File: src/rtl/dmem_pkg.sv
// Shared types and helpers for the data-memory lane controller: RV32I width codes,
// controller states and the access-size decode.
package dmem_pkg;

  localparam logic [2:0] F3_B  = 3'd0;
  localparam logic [2:0] F3_H  = 3'd1;
  localparam logic [2:0] F3_W  = 3'd2;
  localparam logic [2:0] F3_BU = 3'd4;
  localparam logic [2:0] F3_HU = 3'd5;

  typedef enum logic [1:0] {
    ST_CLEAR,
    ST_IDLE,
    ST_RESP
  } state_e;

  // Access size in bytes (1/2/4). 0 flags an illegal request, including unsigned stores.
  function automatic logic [2:0] size_decode(input logic [2:0] funct3, input logic we);
    case (funct3)
      F3_B:    return 3'd1;
      F3_H:    return 3'd2;
      F3_W:    return 3'd4;
      F3_BU:   return we ? 3'd0 : 3'd1;
      F3_HU:   return we ? 3'd0 : 3'd2;
      default: return 3'd0;
    endcase
  endfunction

endpackage

File: src/rtl/dmem_lane_ctrl_if.sv
// CPU-side request/response channel of the data-memory lane controller.
interface dmem_lane_ctrl_if;
  logic        req_valid;
  logic        req_ready;
  logic        req_we;
  logic [2:0]  req_funct3;
  logic [31:0] req_addr;
  logic [31:0] req_wdata;
  logic        rsp_valid;
  logic        rsp_ready;
  logic [31:0] rsp_rdata;
  logic        rsp_err;

  modport master (
    output req_valid, req_we, req_funct3, req_addr, req_wdata, rsp_ready,
    input  req_ready, rsp_valid, rsp_rdata, rsp_err
  );

  modport slave (
    input  req_valid, req_we, req_funct3, req_addr, req_wdata, rsp_ready,
    output req_ready, rsp_valid, rsp_rdata, rsp_err
  );
endinterface

File: src/rtl/dmem_lane_map.sv
// Byte-lane steering: maps the low address bits and access size onto per-lane
// write masks, rotated store bytes, word increments and the gathered load word.
module dmem_lane_map (
  input  logic [1:0]  a_lo,
  input  logic [2:0]  size,
  input  logic [31:0] wdata,
  input  logic [31:0] lane_q,
  output logic [3:0]  wrd_inc,
  output logic [3:0]  we_mask,
  output logic [31:0] lane_d,
  output logic [31:0] raw
);

  // NOTE: every output gets a default before the loops so no path leaves one unassigned (no latch).
  always_comb begin
    wrd_inc = '0;
    we_mask = '0;
    lane_d  = '0;
    raw     = '0;
    for (int i = 0; i < 4; i++) begin
      // Lane i holds byte k = (i - a_lo) mod 4; lanes below a_lo fall in the next word.
      wrd_inc[i]       = 2'(i) < a_lo;
      we_mask[i]       = {1'b0, 2'(i) - a_lo} < size;
      lane_d[8*i +: 8] = wdata[{2'(i) - a_lo, 3'b000} +: 8];
    end
    for (int k = 0; k < 4; k++) begin
      raw[8*k +: 8] = lane_q[{2'(k) + a_lo, 3'b000} +: 8];
    end
  end

endmodule

File: src/rtl/dmem_lane_ctrl.sv
// Data-memory front end: zero-fills the four byte-lane RAMs after reset, then turns
// RV32I load/store requests into lane accesses with a registered, extended response.
module dmem_lane_ctrl
  import dmem_pkg::*;
#(
  parameter int ADDR_W = 10
) (
  input  logic                  clk,
  input  logic                  rst,
  dmem_lane_ctrl_if.slave       bus,
  output logic [4*ADDR_W-1:0]   lane_addr,
  output logic [31:0]           lane_d,
  output logic [3:0]            lane_we,
  input  logic [31:0]           lane_q
);

  state_e              state_q, state_d;
  logic [ADDR_W-1:0]   clr_cnt_q, clr_cnt_d;
  logic [31:0]         rsp_rdata_q, rsp_rdata_d;
  logic                rsp_err_q, rsp_err_d;

  logic [ADDR_W+1:0]   a;
  logic [ADDR_W-1:0]   word_base;
  logic [2:0]          size;
  logic                req_err;
  logic                req_ready;
  logic [3:0]          wrd_inc, we_mask;
  logic [31:0]         map_d, raw;
  logic [31:0]         ext_data;
  logic                unused_addr_hi;

  assign a              = bus.req_addr[ADDR_W+1:0];
  assign word_base      = a[ADDR_W+1:2];
  assign size           = size_decode(bus.req_funct3, bus.req_we);
  assign req_err        = (size == 3'd0);
  assign unused_addr_hi = ^bus.req_addr[31:ADDR_W+2];

  dmem_lane_map u_map (
    .a_lo    (a[1:0]),
    .size    (size),
    .wdata   (bus.req_wdata),
    .lane_q  (lane_q),
    .wrd_inc (wrd_inc),
    .we_mask (we_mask),
    .lane_d  (map_d),
    .raw     (raw)
  );

  always_comb begin
    case (bus.req_funct3)
      F3_B:    ext_data = {{24{raw[7]}}, raw[7:0]};
      F3_H:    ext_data = {{16{raw[15]}}, raw[15:0]};
      F3_W:    ext_data = raw;
      F3_BU:   ext_data = {24'd0, raw[7:0]};
      F3_HU:   ext_data = {16'd0, raw[15:0]};
      default: ext_data = '0;
    endcase
  end

  always_comb begin
    state_d     = state_q;
    clr_cnt_d   = clr_cnt_q;
    rsp_rdata_d = rsp_rdata_q;
    rsp_err_d   = rsp_err_q;
    req_ready   = 1'b0;
    lane_we     = '0;
    lane_d      = map_d;
    for (int i = 0; i < 4; i++) begin
      lane_addr[i*ADDR_W +: ADDR_W] = word_base + ADDR_W'(wrd_inc[i]);
    end

    case (state_q)
      ST_CLEAR: begin
        lane_addr = {4{clr_cnt_q}};
        lane_d    = '0;
        lane_we   = 4'hF;
        clr_cnt_d = clr_cnt_q + 1'b1;
        if (&clr_cnt_q) state_d = ST_IDLE;
      end
      ST_IDLE: begin
        req_ready = 1'b1;
        if (bus.req_valid) begin
          if (bus.req_we && !req_err) lane_we = we_mask;
          rsp_err_d   = req_err;
          rsp_rdata_d = (req_err || bus.req_we) ? 32'd0 : ext_data;
          state_d     = ST_RESP;
        end
      end
      ST_RESP: begin
        if (bus.rsp_ready) state_d = ST_IDLE;
      end
      default: state_d = ST_CLEAR;
    endcase
  end

  // NOTE: sequential state uses non-blocking assignments so every flop samples pre-edge values.
  always_ff @(posedge clk) begin
    if (rst) begin
      state_q     <= ST_CLEAR;
      clr_cnt_q   <= '0;
      rsp_rdata_q <= '0;
      rsp_err_q   <= 1'b0;
    end else begin
      state_q     <= state_d;
      clr_cnt_q   <= clr_cnt_d;
      rsp_rdata_q <= rsp_rdata_d;
      rsp_err_q   <= rsp_err_d;
    end
  end

  assign bus.req_ready = req_ready;
  assign bus.rsp_valid = (state_q == ST_RESP);
  assign bus.rsp_rdata = rsp_rdata_q;
  assign bus.rsp_err   = rsp_err_q;

endmodule

File: src/flat_wrapper.sv
// flat-port wrapper written by rule: the top's interface ports become plain ports
module dmem_lane_ctrl_flat import dmem_pkg::*;
#(
  parameter int ADDR_W = 10
)
  (clk, rst, lane_addr, lane_d, lane_we, lane_q, bus_req_valid, bus_req_we, bus_req_funct3, bus_req_addr, bus_req_wdata, bus_rsp_ready, bus_req_ready, bus_rsp_valid, bus_rsp_rdata, bus_rsp_err);
  dmem_lane_ctrl_if bus_i ();
  input  logic clk;
  input  logic rst;
  output logic [4*ADDR_W-1:0] lane_addr;
  output logic [31:0] lane_d;
  output logic [3:0] lane_we;
  input  logic [31:0] lane_q;
  input wire logic [$bits(bus_i.req_valid)-1:0] bus_req_valid;
  input wire logic [$bits(bus_i.req_we)-1:0] bus_req_we;
  input wire logic [$bits(bus_i.req_funct3)-1:0] bus_req_funct3;
  input wire logic [$bits(bus_i.req_addr)-1:0] bus_req_addr;
  input wire logic [$bits(bus_i.req_wdata)-1:0] bus_req_wdata;
  input wire logic [$bits(bus_i.rsp_ready)-1:0] bus_rsp_ready;
  output wire logic [$bits(bus_i.req_ready)-1:0] bus_req_ready;
  output wire logic [$bits(bus_i.rsp_valid)-1:0] bus_rsp_valid;
  output wire logic [$bits(bus_i.rsp_rdata)-1:0] bus_rsp_rdata;
  output wire logic [$bits(bus_i.rsp_err)-1:0] bus_rsp_err;
  assign bus_i.req_valid = bus_req_valid;
  assign bus_i.req_we = bus_req_we;
  assign bus_i.req_funct3 = bus_req_funct3;
  assign bus_i.req_addr = bus_req_addr;
  assign bus_i.req_wdata = bus_req_wdata;
  assign bus_i.rsp_ready = bus_rsp_ready;
  assign bus_req_ready = bus_i.req_ready;
  assign bus_rsp_valid = bus_i.rsp_valid;
  assign bus_rsp_rdata = bus_i.rsp_rdata;
  assign bus_rsp_err = bus_i.rsp_err;
  dmem_lane_ctrl #(.ADDR_W(ADDR_W)) u_core (.clk(clk), .rst(rst), .bus(bus_i), .lane_addr(lane_addr), .lane_d(lane_d), .lane_we(lane_we), .lane_q(lane_q));
endmodule
File: config.mk
export PLATFORM = sky130hd
export DESIGN_NAME = dmem_lane_ctrl_flat
export DESIGN_NICKNAME = d
export VERILOG_FILES = /design/src/rtl/dmem_pkg.sv /design/src/rtl/dmem_lane_ctrl_if.sv /design/src/rtl/dmem_lane_map.sv /design/src/rtl/dmem_lane_ctrl.sv /design/src/flat_wrapper.sv
export SDC_FILE = /design/constraint.sdc
export NUM_CORES = 1
export LEC_CHECK = 0
export BUFFER_PORTS_ARGS = -buffer_cell sky130_fd_sc_hd__buf_2
export CORE_AREA = 5 5 108 110
export DETAILED_ROUTE_END_ITERATION = 7
export DIE_AREA = 0 0 113 115
export PLACE_DENSITY_LB_ADDON = 0.1
export SLEW_MARGIN = 25
export SYNTH_ARGS = -nofsm -noshare
export SYNTH_HDL_FRONTEND = slang
export SYNTH_SLANG_ARGS = --single-unit
File: constraint.sdc
create_clock -name clk -period 5.56 [get_ports clk]
set_clock_uncertainty 0.05 [all_clocks]
set_input_delay 1.39 -clock clk [delete_from_list [all_inputs] [get_ports clk]]
set_output_delay 1.39 -clock clk [all_outputs]
set_load 0.01 [all_outputs]
== Yosys cells after proc, flatten, opt, wreduce, memory -nomap -nowiden ==
Index checks and enable logic that the tools add are counted.

* Bitwise gates (word level): 0
* Multiplexer cells: 15
* $lt $le $gt $ge: 8
* Shifts and indexed selects: 8
* Reduce and logical (&&, ||, !) cells: 9
* Div/mod/pow operators: 0
* $add $sub $neg: 12
* Equality and inequality tests: 9
* $mul: 0

{| class="wikitable"
|+ Operators by type and width
! operator !! count
|-
| indexed part select 32 x 6 -> 8 bit || 8
|-
| one-hot mux 32 bit (5 select lines) || 1
|-
| 2-to-1 mux 32 bit || 2
|-
| adder 10 x 1 -> 10 bit || 4
|-
| 2-to-1 mux 40 bit || 1
|-
| one-hot mux 3 bit (5 select lines) || 1
|-
| less-than comparator 2 x 3 -> 1 bit || 4
|-
| adder 10 x 1 -> 10 bit, second input constant || 1
|-
| AND reduction 10 bit || 1
|-
| 2-to-1 mux 2 bit || 4
|-
| 2-to-1 mux 4 bit || 2
|-
| one-hot mux 4 bit (2 select lines) || 1
|-
| equality test 3 bit, second input constant || 2
|-
| logical NOT 3 bit || 2
|-
| one-hot mux 2 bit (3 select lines) || 1
|-
| adder 2 bit, first input constant || 2
|-
| less-than comparator 1 x 2 -> 1 bit, first input constant || 2
|-
| less-than comparator 2 bit, first input constant || 2
|-
| != test 2 bit, second input constant || 2
|-
| subtractor 1 x 2 -> 2 bit, first input constant || 2
|-
| subtractor 2 bit, first input constant || 2
|-
| equality test 3 x 1 -> 1 bit, second input constant || 1
|-
| equality test 3 x 2 -> 1 bit, second input constant || 1
|-
| AND reduction 3 bit || 1
|-
| other kinds (10) || 11
|}

* ROM bits: 0
* Logic and storage cells: 65
* Register bits after elaboration: 45
* Memories: 0
* Bits in latches: 0
* Output and inout bits: 111
* Bits in writable memories: 0

== Depth between registers and ports, before layout ==
Gate-level depths: netlist of the first run.

* Depth after elaboration: 8
* Gate-level depth with buffers: 11
* Gate-level depth less buffers: 8

== Modules after synthesis ==
From an unflattened synthesis of the first run, not the netlist that was laid out.

* Cell total of the unflattened synthesis: 534
* Area total of the unflattened synthesis: 5292.6 um^2

{| class="wikitable"
|+ By module, submodules not included
! module !! seq. area each (um^2) !! cells an instance !! instances !! area an instance (um^2)
|-
| dmem_lane_ctrl || 900.9 || 430 || 1 || 3345.7
|-
| dmem_lane_map || 0.0 || 104 || 1 || 1946.9
|}

== Least setup slack after synthesis of the first run ==
No wires, ideal clock.

* Kind: input port to output port
* Start: input bus_req_addr[1]
* End: output lane_d[23]
* Path slack: -108 ps
* Required time: 4120 ps
* Arrival time: 4228 ps
* Stages on the path: 10
* Cells stage by stage: buf_2 > buf_1 > clkbuf_1 > inv_1 > ha_1 > buf_2 > buf_1 > clkbuf_1 > mux4_2 > and2_1

* Longest elaborated chain between the ends: 3

{| class="wikitable"
|+ RTL lines
! what !! RTL line !! source
|-
| from (decl) || flat_wrapper.sv:17 || <nowiki>input wire logic [$bits(bus_i.req_addr)-1:0] bus_req_addr;</nowiki>
|-
| subtractor 2 bit || dmem_lane_map.sv:24 || <nowiki>lane_d[8*i +: 8] = wdata[{2'(i) - a_lo, 3'b000} +: 8];</nowiki>
|-
| indexed part select 32 x 6 -> 8 bit || dmem_lane_map.sv:24 ||
|-
| 2-to-1 mux 32 bit || dmem_lane_ctrl.sv:72 || <nowiki>case (state_q)</nowiki>
|-
| to (decl) || flat_wrapper.sv:11 || <nowiki>output logic [31:0] lane_d;</nowiki>
|}

No other way between the ends.

== Worst setup path in the final report of the first run ==
* Start: input bus_req_addr[0]
* End: output lane_we[2]

* Longest elaborated chain between the ends: 5

{| class="wikitable"
|+ RTL lines
! what !! RTL line !! source
|-
| subtractor 2 bit || dmem_lane_map.sv:23 || <nowiki>we_mask[i] = {1'b0, 2'(i) - a_lo} < size;</nowiki>
|-
| less-than comparator 2 x 3 -> 1 bit || dmem_lane_map.sv:23 ||
|-
| 2-to-1 mux 4 bit || dmem_lane_ctrl.sv:83 || <nowiki>if (bus.req_we && !req_err) lane_we = we_mask;</nowiki>
|-
| 2-to-1 mux 4 bit || dmem_lane_ctrl.sv:82 || <nowiki>if (bus.req_valid) begin</nowiki>
|-
| one-hot mux 4 bit (2 select lines) || dmem_lane_ctrl.sv:72 ||
|-
| to (decl) || flat_wrapper.sv:12 || <nowiki>output logic [3:0] lane_we;</nowiki>
|}

No other way between the ends.

==> results of run 1 <==
## routing by layer
metal | vias up | part of all wire, % | global-route usage (%) | wire length [µm]
met5 | - | 0 | 0 | 0
met4 | 0 | 1.3 | 5.53 | 183
met3 | 13 | 9.5 | 6.37 | 1380
met2 | 186 | 48 | 37.0 | 6990
met1 | 2221 | 41 | 26.7 | 5990
li1 | 2185 | - | - | -
## sequential cells by signal, indices dropped and copies added, names as in the netlist
name	flops
u_core.clr_cnt_q	10
u_core.bus.rsp_err	1
u_core.bus.rsp_rdata	32
u_core.state_q	2
## stage by stage
step / total power [µW] / cells / utilization, % / setup WS [ns] / hold WS [ns]
floorplan: 493 / 491 / - / 0.130 / 0.399
global placement: 572 / 786 / 51.5 / 0.641 / 0.411
detailed placement: 578 / 786 / 51.5 / 0.644 / 0.420
CTS: 794 / 794 / 52.3 / 0.642 / 0.442
global route: 826 / 794 / 52.4 / 0.511 / 0.458
finish: 787 / 794 / 52.4 / 0.653 / 0.437
## report_power, final
part | leakage [µW] | internal [µW] | switching (µW) | total (µW)
logic | 0.00221 | 116 | 128 | 244
clock network | 0.0000447 | 90.9 | 126 | 217
registers | 0.000363 | 324 | 2.27 | 326
total | 0.00261 | 531 | 256 | 787
## final cells by class
cell class,count,area share [%]
clock inverter,3,0.450
sequential,45,16.2
timing repair buffer,200,18.3
multi-input combinational,388,59.8
tap,140,3.15
clock buffer,5,1.24
inverter,13,0.878
## critical path: stages
cell      delay (ns)
buf_4           0.09
inv_1           0.06
ha_1            0.58
clkinv_1        0.42
ha_1            0.39
a221o_1         0.32
nand2_1         0.06
buf_2           0.15
## cells in the mapped netlist (2+ instances only)
| library cell | number | area, µm² |
|---|---|---|
| nand2_1 | 61 | 229 |
| mux2i_1 | 49 | 490 |
| dfxtp_1 | 45 | 901 |
| mux4_2 | 41 | 923 |
| and2_1 | 32 | 200 |
| nor2_1 | 32 | 120 |
| clkbuf_1 | 28 | 105 |
| a21oi_1 | 26 | 130 |
| a221o_1 | 22 | 220 |
| o22ai_1 | 16 | 100 |
| ha_1 | 13 | 163 |
| inv_1 | 11 | 41.3 |
| xor2_1 | 11 | 96.3 |
| a22oi_1 | 10 | 75.1 |
| buf_2 | 10 | 50.1 |
| nor3_1 | 10 | 50.1 |
| nand3_1 | 9 | 45.0 |
| xnor2_1 | 9 | 78.8 |
| nand4_1 | 8 | 50.1 |
| a31oi_1 | 7 | 43.8 |
| a32o_1 | 7 | 70.1 |
| buf_1 | 6 | 22.5 |
| nor4_1 | 3 | 18.8 |
| clkinv_1 | 2 | 7.51 |
| nand2b_1 | 2 | 12.5 |
| nand4bb_1 | 2 | 22.5 |
| nor2b_1 | 2 | 12.5 |
| o21ai_0 | 2 | 10.0 |
| or2_2 | 2 | 12.5 |
| or3b_2 | 2 | 17.5 |
## path summary, 6_finish.rpt
kind,startpoint,end,slack [ns],depth (start not counted)
hold / removal,u_core.clr_cnt_q[1],u_core.clr_cnt_q[1],0.44,2
setup reg to reg,u_core.state_q[1],u_core.bus.rsp_rdata[27],3.10,6
hold reg to reg,u_core.clr_cnt_q[1],u_core.clr_cnt_q[1],0.44,2
setup / recovery,bus_req_addr[0],lane_we[2],0.65,8
## logic make-up after synthesis
kind of cell	Yosys count	synth area share (%)
AND/OR/NAND/NOR	171	19.2
AO/OA/AOI/OAI	94	15.8
multiplexers	90	31.8
buffers and inverters	58	5.35
flip-flops	45	20.3
XOR/XNOR	20	3.94
adder cells (fa/ha/maj)	13	3.66
==> impl_metrics.toml, run 1 <==
[status]
outcome = "completed"

[logic_synthesis]
syn_nets = 608
ys_ff_latch = 45
synth_top_flop_cell = "dfxtp_1"
synth_edf_count = 0
yosysSeqAreaShare_pct = 20.3
ys_types = 41
syn_area_um2 = 4450
postSynth.asyncResetShare_pct = 0
synth_area_per_cell_um2 = 9.05
yosysWarningCount = 0
syn_inst = 491

[cts]
cts_hold_buf = 0
clk_pin_slew_ns = 0.09
cts_resized = 0
htree_levels = 2
clk_latency_ns = 0.31
clock_path_buffers = 2
postCtsSetupBuffers = 0
tritoncts = "built"
cts_root_buffer = "clkbuf_8"
clock_sinks = 45
cts_buffers = 5

[global_route]
grt_max_degree = 74
grt_pass1_vias = 4415
track_usage_pct = 21.6
grt_pass1_wl_um = 22900
grt_antenna_before_repair = 0
overflow = 0

[layout]
nNetsFinal = 770
area_growth_pct = 25.0
final_cell_mix = "buf_2 (193), nand2_1 (61), mux2i_1 (49)"
drive_gt1_share_pct = 39.3
finalInstanceArea_um2 = 5560
n_fill_cell = 1051
layout_commonest_cell = "buf_2"
regArea_um2 = 901
diodes = 0
multi_input_area_um2 = 3320

[routing]
drc = 0
wl_per_cell_um = 18.3
drtIter0Drc = 376
dr.pass1.iters = 4
detail-route-antenna-nets = 0
drt-total-wl_um = 14500
routed_via_density = 5.80
vias = 4605

[worst_setup_path]
worstSetupStartpointType = "primary input"
criticalPathCategory = "in2out"
critPathArrivalTime_ns = 3.47
crit_required_ns = 4.12
crit_path_end_kind = "primary output"
worstPathMaxFanout = 12

[die]
rows = 38
initial_core_util_pct = 41.9
fp.coreArea_um2 = 10600
die_h_um = 115
dieArea_um2 = 13000
io_pins = 215
die_x_um = 113

[timing]
setup_viol = 0
post-route-min-period_ns = 4.91
max_freq_ghz = 0.204
hold_viol_final = 0
finalCritPeriodShare_pct = 88.3
slew_headroom_pct = 35.7
tightest_slew_ns = 0.960
setup_tns_ns = 0
grt_setup_unrepaired = "no"
slew_violations = 0

[power_and_ir_drop]
p_leak_uw = 0.00261
power_density_nw_per_um2 = 142
irDropWorstVdd_mv = 0.105

[place]
dp_hpwl_um = 11000
gp_congestion = 0.913
port_buffers = 194
dpl_cell_area_um2 = 5460

[hold_path]
hold_path.class = "reg2reg"

[flow_run]
drv_cap = 0
Power figures use the tool's default switching activity.
==> inputs of run 2 (changes only) <==
==> constraint.sdc (replaced) <==
create_clock -name clk -period 5.8 [get_ports clk]
set_clock_uncertainty 0.05 [all_clocks]
set_input_delay 1.45 -clock clk [delete_from_list [all_inputs] [get_ports clk]]
set_output_delay 1.45 -clock clk [all_outputs]
set_load 0.01 [all_outputs]
==> run 2 against run 1 <==
  * Clock power up 13%
  * Power up 0.69%
  * Die area unchanged
  * Routed wire length down 0.21%
  * Sequential power down 4%
  * Sequential cell count unchanged
  * Worst hold slack worse by 0.010 ns
  * Design area up 0.41%
  * Critical endpoint is now lane_d[18]
==> impl_metrics.toml, run 2 (same netlist as run 1, synthesis figures left out) <==
[hold_path]
worstHoldStart = "u_core.clr_cnt_q[1]"
hold_end = "u_core.clr_cnt_q[1]"
hold_path.class = "reg2reg"
hold_path_depth = 2

[global_route]
grt_util_met2_pct = 36.7
grt_pass1_wl_um = 22500
gr-max-usage-layer = "met2"
track_usage_pct = 21.3
grt_pass1_vias = 4342
met3_usage_pct = 6.68
overflow = 0
grt_antenna_before_repair = 0
grt_max_degree = 46
use_met1_pct = 25.9

[routing]
detail-route-antenna-nets = 0
wl_per_cell_um = 18.3
drc = 0
routed_via_density = 5.73
vias = 4559
drtIter0Drc = 381
dr.pass1.iters = 5
drt-total-wl_um = 14500

[layout]
nNetsFinal = 771
layout_commonest_cell = "buf_2"
multi_input_area_um2 = 3320
drive_gt1_share_pct = 39.2
final_util_pct = 52.6
area_growth_pct = 25.6
n_fill_cell = 1010
diodes = 0
regArea_um2 = 901
final_cell_mix = "buf_2 (193), nand2_1 (61), mux2i_1 (49)"
finalNonFillerCells = 795
largest_reg_flops = 32

[timing]
setup_viol = 0
setup_ws_ns = 0.835
grt_setup_unrepaired = "no"
hold_viol_final = 0
timing.hold.ws_ns = 0.427
slew_violations = 0
setup_tns_ns = 0
post-route-min-period_ns = 4.96
tightest_slew_ns = 0.950
max_freq_ghz = 0.201
slew_headroom_pct = 36.4
finalCritPeriodShare_pct = 85.6

[place]
dp_hpwl_um = 11200
pre_cts_ws_ns = 0.820
gp_congestion = 0.885
port_buffers = 194
dp_cells = 787

[die]
io_pins = 215
rows = 38
dieArea_um2 = 13000
die_h_um = 115
fp.coreArea_um2 = 10600
die_x_um = 113
initial_core_util_pct = 41.9

[cts]
cts_hold_buf = 0
clock_sinks = 45
cts_root_buffer = "clkbuf_8"
clk_latency_ns = 0.31
clock_path_buffers = 2
clk_pin_slew_ns = 0.09
tritoncts = "built"
cts_buffers = 5
cts_resized = 0
htree_levels = 2
postCtsSetupBuffers = 0

[flow_run]
drv_cap = 0

[worst_setup_path]
crit_path_end_kind = "primary output"
ff2ff_setup_slack_ns = 3.35
critPathArrivalTime_ns = 3.46
r2r_cells = 6
rr_startpoint = "u_core.state_q[1]"
criticalPathCategory = "in2out"
crit_required_ns = 4.30
worstSetupStartpointType = "primary input"
worstPathMaxFanout = 26
r2r-end = "u_core.bus.rsp_rdata[25]"

[power_and_ir_drop]
power_density_nw_per_um2 = 142
p_leak_uw = 0.00263
irDropWorstVdd_mv = 0.110

[status]
outcome = "completed"
run 2: cell count changes in the layout (fill, tap and decap cells not counted), sizes merged:
cell      change
buf           +1
bufinv        +1
clkbuf        +1
clkinvlp      -1
inv           -1
run 2: worst max path at each step:
stage / end / startpoint / depth (start not counted)
3_3_place_gp: lane_d[18] / bus_req_addr[0] / 7
4_1_cts: lane_d[18] / bus_req_addr[0] / 7
2_1_floorplan: lane_d[23] / bus_req_addr[1] / 10
6_report: lane_d[18] / bus_req_addr[0] / 7
5_1_grt: lane_d[18] / bus_req_addr[0] / 7
3_5_place_dp: lane_d[18] / bus_req_addr[0] / 7
run 2: critical path: stages:
cell and delay (ns):
buf_4 0.31, inv_1 0.15, ha_1 0.32, buf_4 0.36, mux4_2 0.55, and2_1 0.18, buf_2 0.14
run 2: layout make-up:
cell class              count  share of cell area [%]
well taps                 140                    3.14
clock inverters             2                   0.695
flip-flops and latches     45                    16.1
repair buffers            201                    18.4
inverters                  13                   0.874
multi-input cells         388                    59.5
clock buffers               6                    1.30
run 2: per-layer routing:
metal	part of all wire [%]	wire length, µm
met5	0	0
met4	1.6	236
met3	9.8	1430
met2	48	6910
met1	41	5940
run 2: where the power goes:
part	total, µW	internal (µW)	switching [µW]
Sequential	313	311	2.10
Combinational	235	111	124
Clock	245	129	116
run 2: stage by stage:
step | total power (µW) | area, µm²
floorplan | 473 | 4450
global placement | 548 | 5460
detailed placement | 554 | 5460
CTS | 798 | 5570
global route | 832 | 5580
finish | 793 | 5580
==> inputs of run 3 (changes only) <==
--- a/config.mk
+++ b/config.mk
@@ -6,10 +6,12 @@
 export NUM_CORES = 1
 export LEC_CHECK = 0
 export BUFFER_PORTS_ARGS = -buffer_cell sky130_fd_sc_hd__buf_2
-export CORE_AREA = 5 5 108 110
+export CORE_AREA = 2 2 105 107
+export CTS_CLUSTER_DIAMETER = 50
 export DETAILED_ROUTE_END_ITERATION = 7
-export DIE_AREA = 0 0 113 115
+export DIE_AREA = 0 0 107 109
 export PLACE_DENSITY_LB_ADDON = 0.1
+export SETUP_SLACK_MARGIN = 0.15
 export SLEW_MARGIN = 25
 export SYNTH_ARGS = -nofsm -noshare
 export SYNTH_HDL_FRONTEND = slang
==> run 3 against run 2 <==
  * First-iteration DRC count grew 23%
  * Critical path depth grew 1
  * Critical endpoint is now lane_we[2]
  * Non-clock buffer count grew 1
  * Routed wire length shrank 4.5%
  * Sequential power is essentially flat
  * Count of clock-buffer cells in the layout shrank 1
  * Highest routed layer unchanged
  * Sequential cell count is the same
  * Largest power group unchanged
==> impl_metrics.toml, run 3 (same netlist as run 1, synthesis figures left out) <==
[place]
gp_congestion = 0.825
port_buffers = 194
dp_hpwl_um = 10500

[power_and_ir_drop]
power_switching_uw = 243
irDropWorstVdd_mv = 0.0949
p_leak_uw = 0.00265
internal-power_uw = 596
power_density_nw_per_um2 = 149
p_comb_share_pct = 28.0
seqPwrFrac_pct = 37.3
switching_share_pct = 29.0
clockPowerShare_pct = 34.7

[cts]
clock_sinks = 45
cts_resized = 0
cts_hold_buf = 0
cts_buffers = 5
tritoncts = "built"
clk_latency_ns = 0.30
htree_levels = 2
cts_root_buffer = "clkbuf_8"
clock_path_buffers = 2
clk_pin_slew_ns = 0.09
postCtsSetupBuffers = 0

[global_route]
overflow = 0
use_met1_pct = 29.8
grt_pass1_vias = 4216
gr-max-usage-layer = "met2"
grt_pass1_wl_um = 21600
track_usage_pct = 23.1
grt_util_met2_pct = 39.3
grt_max_degree = 46
grt_antenna_before_repair = 0
met3_usage_pct = 5.08

[timing]
finalCritPeriodShare_pct = 85.3
slew_headroom_pct = 34.3
setup_tns_ns = 0
max_freq_ghz = 0.202
grt_setup_unrepaired = "no"
slew_violations = 0
timing.hold.ws_ns = 0.434
setup_viol = 0
post-route-min-period_ns = 4.95
hold_viol_final = 0
tightest_slew_ns = 0.982

[layout]
final_util_pct = 53.0
multi_input_area_um2 = 3320
regArea_um2 = 901
final_cell_mix = "buf_2 (193), nand2_1 (61), mux2i_1 (49)"
n_fill_cell = 1031
drive_gt1_share_pct = 39.5
area_growth_pct = 26.3
layout_commonest_cell = "buf_2"
diodes = 0
largest_reg_flops = 32
nNetsFinal = 772

[die]
die_h_um = 109
initial_core_util_pct = 41.9
die_x_um = 107
dieArea_um2 = 11700
rows = 38
fp.coreArea_um2 = 10600
io_pins = 215

[flow_run]
drv_cap = 0

[worst_setup_path]
crit_path_end_kind = "primary output"
critical_path.top_delay_family = "buffers and inverters"
crit_top_cell = "ha_1"
crit_required_ns = 4.30
cp.buffers_inverters = 4
r2r-end = "u_core.bus.rsp_rdata[27]"
r2r_cells = 6
cpPeakStageDelay_ns = 0.38
crit_chain = "buf_4 > inv_1 > ha_1 > clkinv_1 > ha_1 > a221o_1 > nand2_1 > buf_2"
critPathArrivalTime_ns = 3.45
rr_startpoint = "u_core.state_q[1]"
ff2ff_setup_slack_ns = 3.33
critPathSlowestCell = "ha_1"
criticalPathCategory = "in2out"
worstPathMaxFanout = 25
worstSetupStartpointType = "primary input"

[routing]
vias = 4628
routed_via_density = 5.81
dr.pass1.iters = 5
drc = 0
wl_per_cell_um = 17.4
drtIter0Drc = 470
drt-total-wl_um = 13900
detail-route-antenna-nets = 0

[hold_path]
hold_path_depth = 2
hold_end = "u_core.clr_cnt_q[1]"
hold_path.class = "reg2reg"
worstHoldStart = "u_core.clr_cnt_q[1]"

[status]
outcome = "completed"
==> run 3: cell count changes in the layout (fill, tap and decap cells not counted) <==
cell and change:
buf_4 +1, inv_6 +1, bufinv_16 +1, clkbuf_1 -1, clkinv_4 -1
==> run 3: power by group through the flow <==
| stage | Clock, µW | Combinational, µW | Sequential, µW |
|---|---|---|---|
| CTS | 295 | 234 | 313 |
| global placement | 0 | 228 | 320 |
| global route | 308 | 258 | 313 |
| finish | 291 | 235 | 313 |
| floorplan | 0 | 154 | 319 |
| detailed placement | 0 | 234 | 320 |
==> run 3: area by class of cell <==
cell class | instances | share of cell area, %
Multi-Input combinational cell | 388 | 59.1
Clock buffer | 5 | 1.23
Tap cell | 140 | 3.12
Inverter | 13 | 0.869
Sequential cell | 45 | 16.0
Timing Repair Buffer | 202 | 18.4
Clock inverter | 3 | 1.23
==> run 3: stage by stage <==
stage / setup slack (ns) / instance area (µm²) / total power, µW / cells
after floorplan: 0.250 / 4450 / 473 / 491
after global placement: 0.865 / 5470 / 548 / 788
after detailed placement: 0.838 / 5470 / 554 / 788
after CTS: 0.855 / 5610 / 842 / 796
after global routing: 0.671 / 5620 / 879 / 796
final: 0.851 / 5620 / 838 / 796
==> run 3: metal layers <==
metal / vias up / wire length [µm]
met5: - / 0
met4: 0 / 249
met3: 18 / 1240
met2: 202 / 6670
met1: 2226 / 5700
li1: 2182 / -
==> run 3: tightest hold or removal path, stage by stage (launching register included) <==
cell     delay, ns
dfxtp_1       0.33
nand2_1       0.05
a21oi_1       0.06
==> run 3: worst max path at each step <==
stage | slack [ns] | from | cells after the start | endpoint
detailed placement | 0.84 | bus_req_addr[0] | 8 | lane_we[2]
finish | 0.85 | bus_req_addr[0] | 8 | lane_we[2]
global route | 0.67 | bus_req_addr[0] | 8 | lane_we[2]
CTS | 0.85 | bus_req_addr[0] | 8 | lane_we[2]
floorplan | 0.25 | bus_req_addr[1] | 10 | lane_d[23]
global placement | 0.87 | bus_req_addr[0] | 8 | lane_we[2]
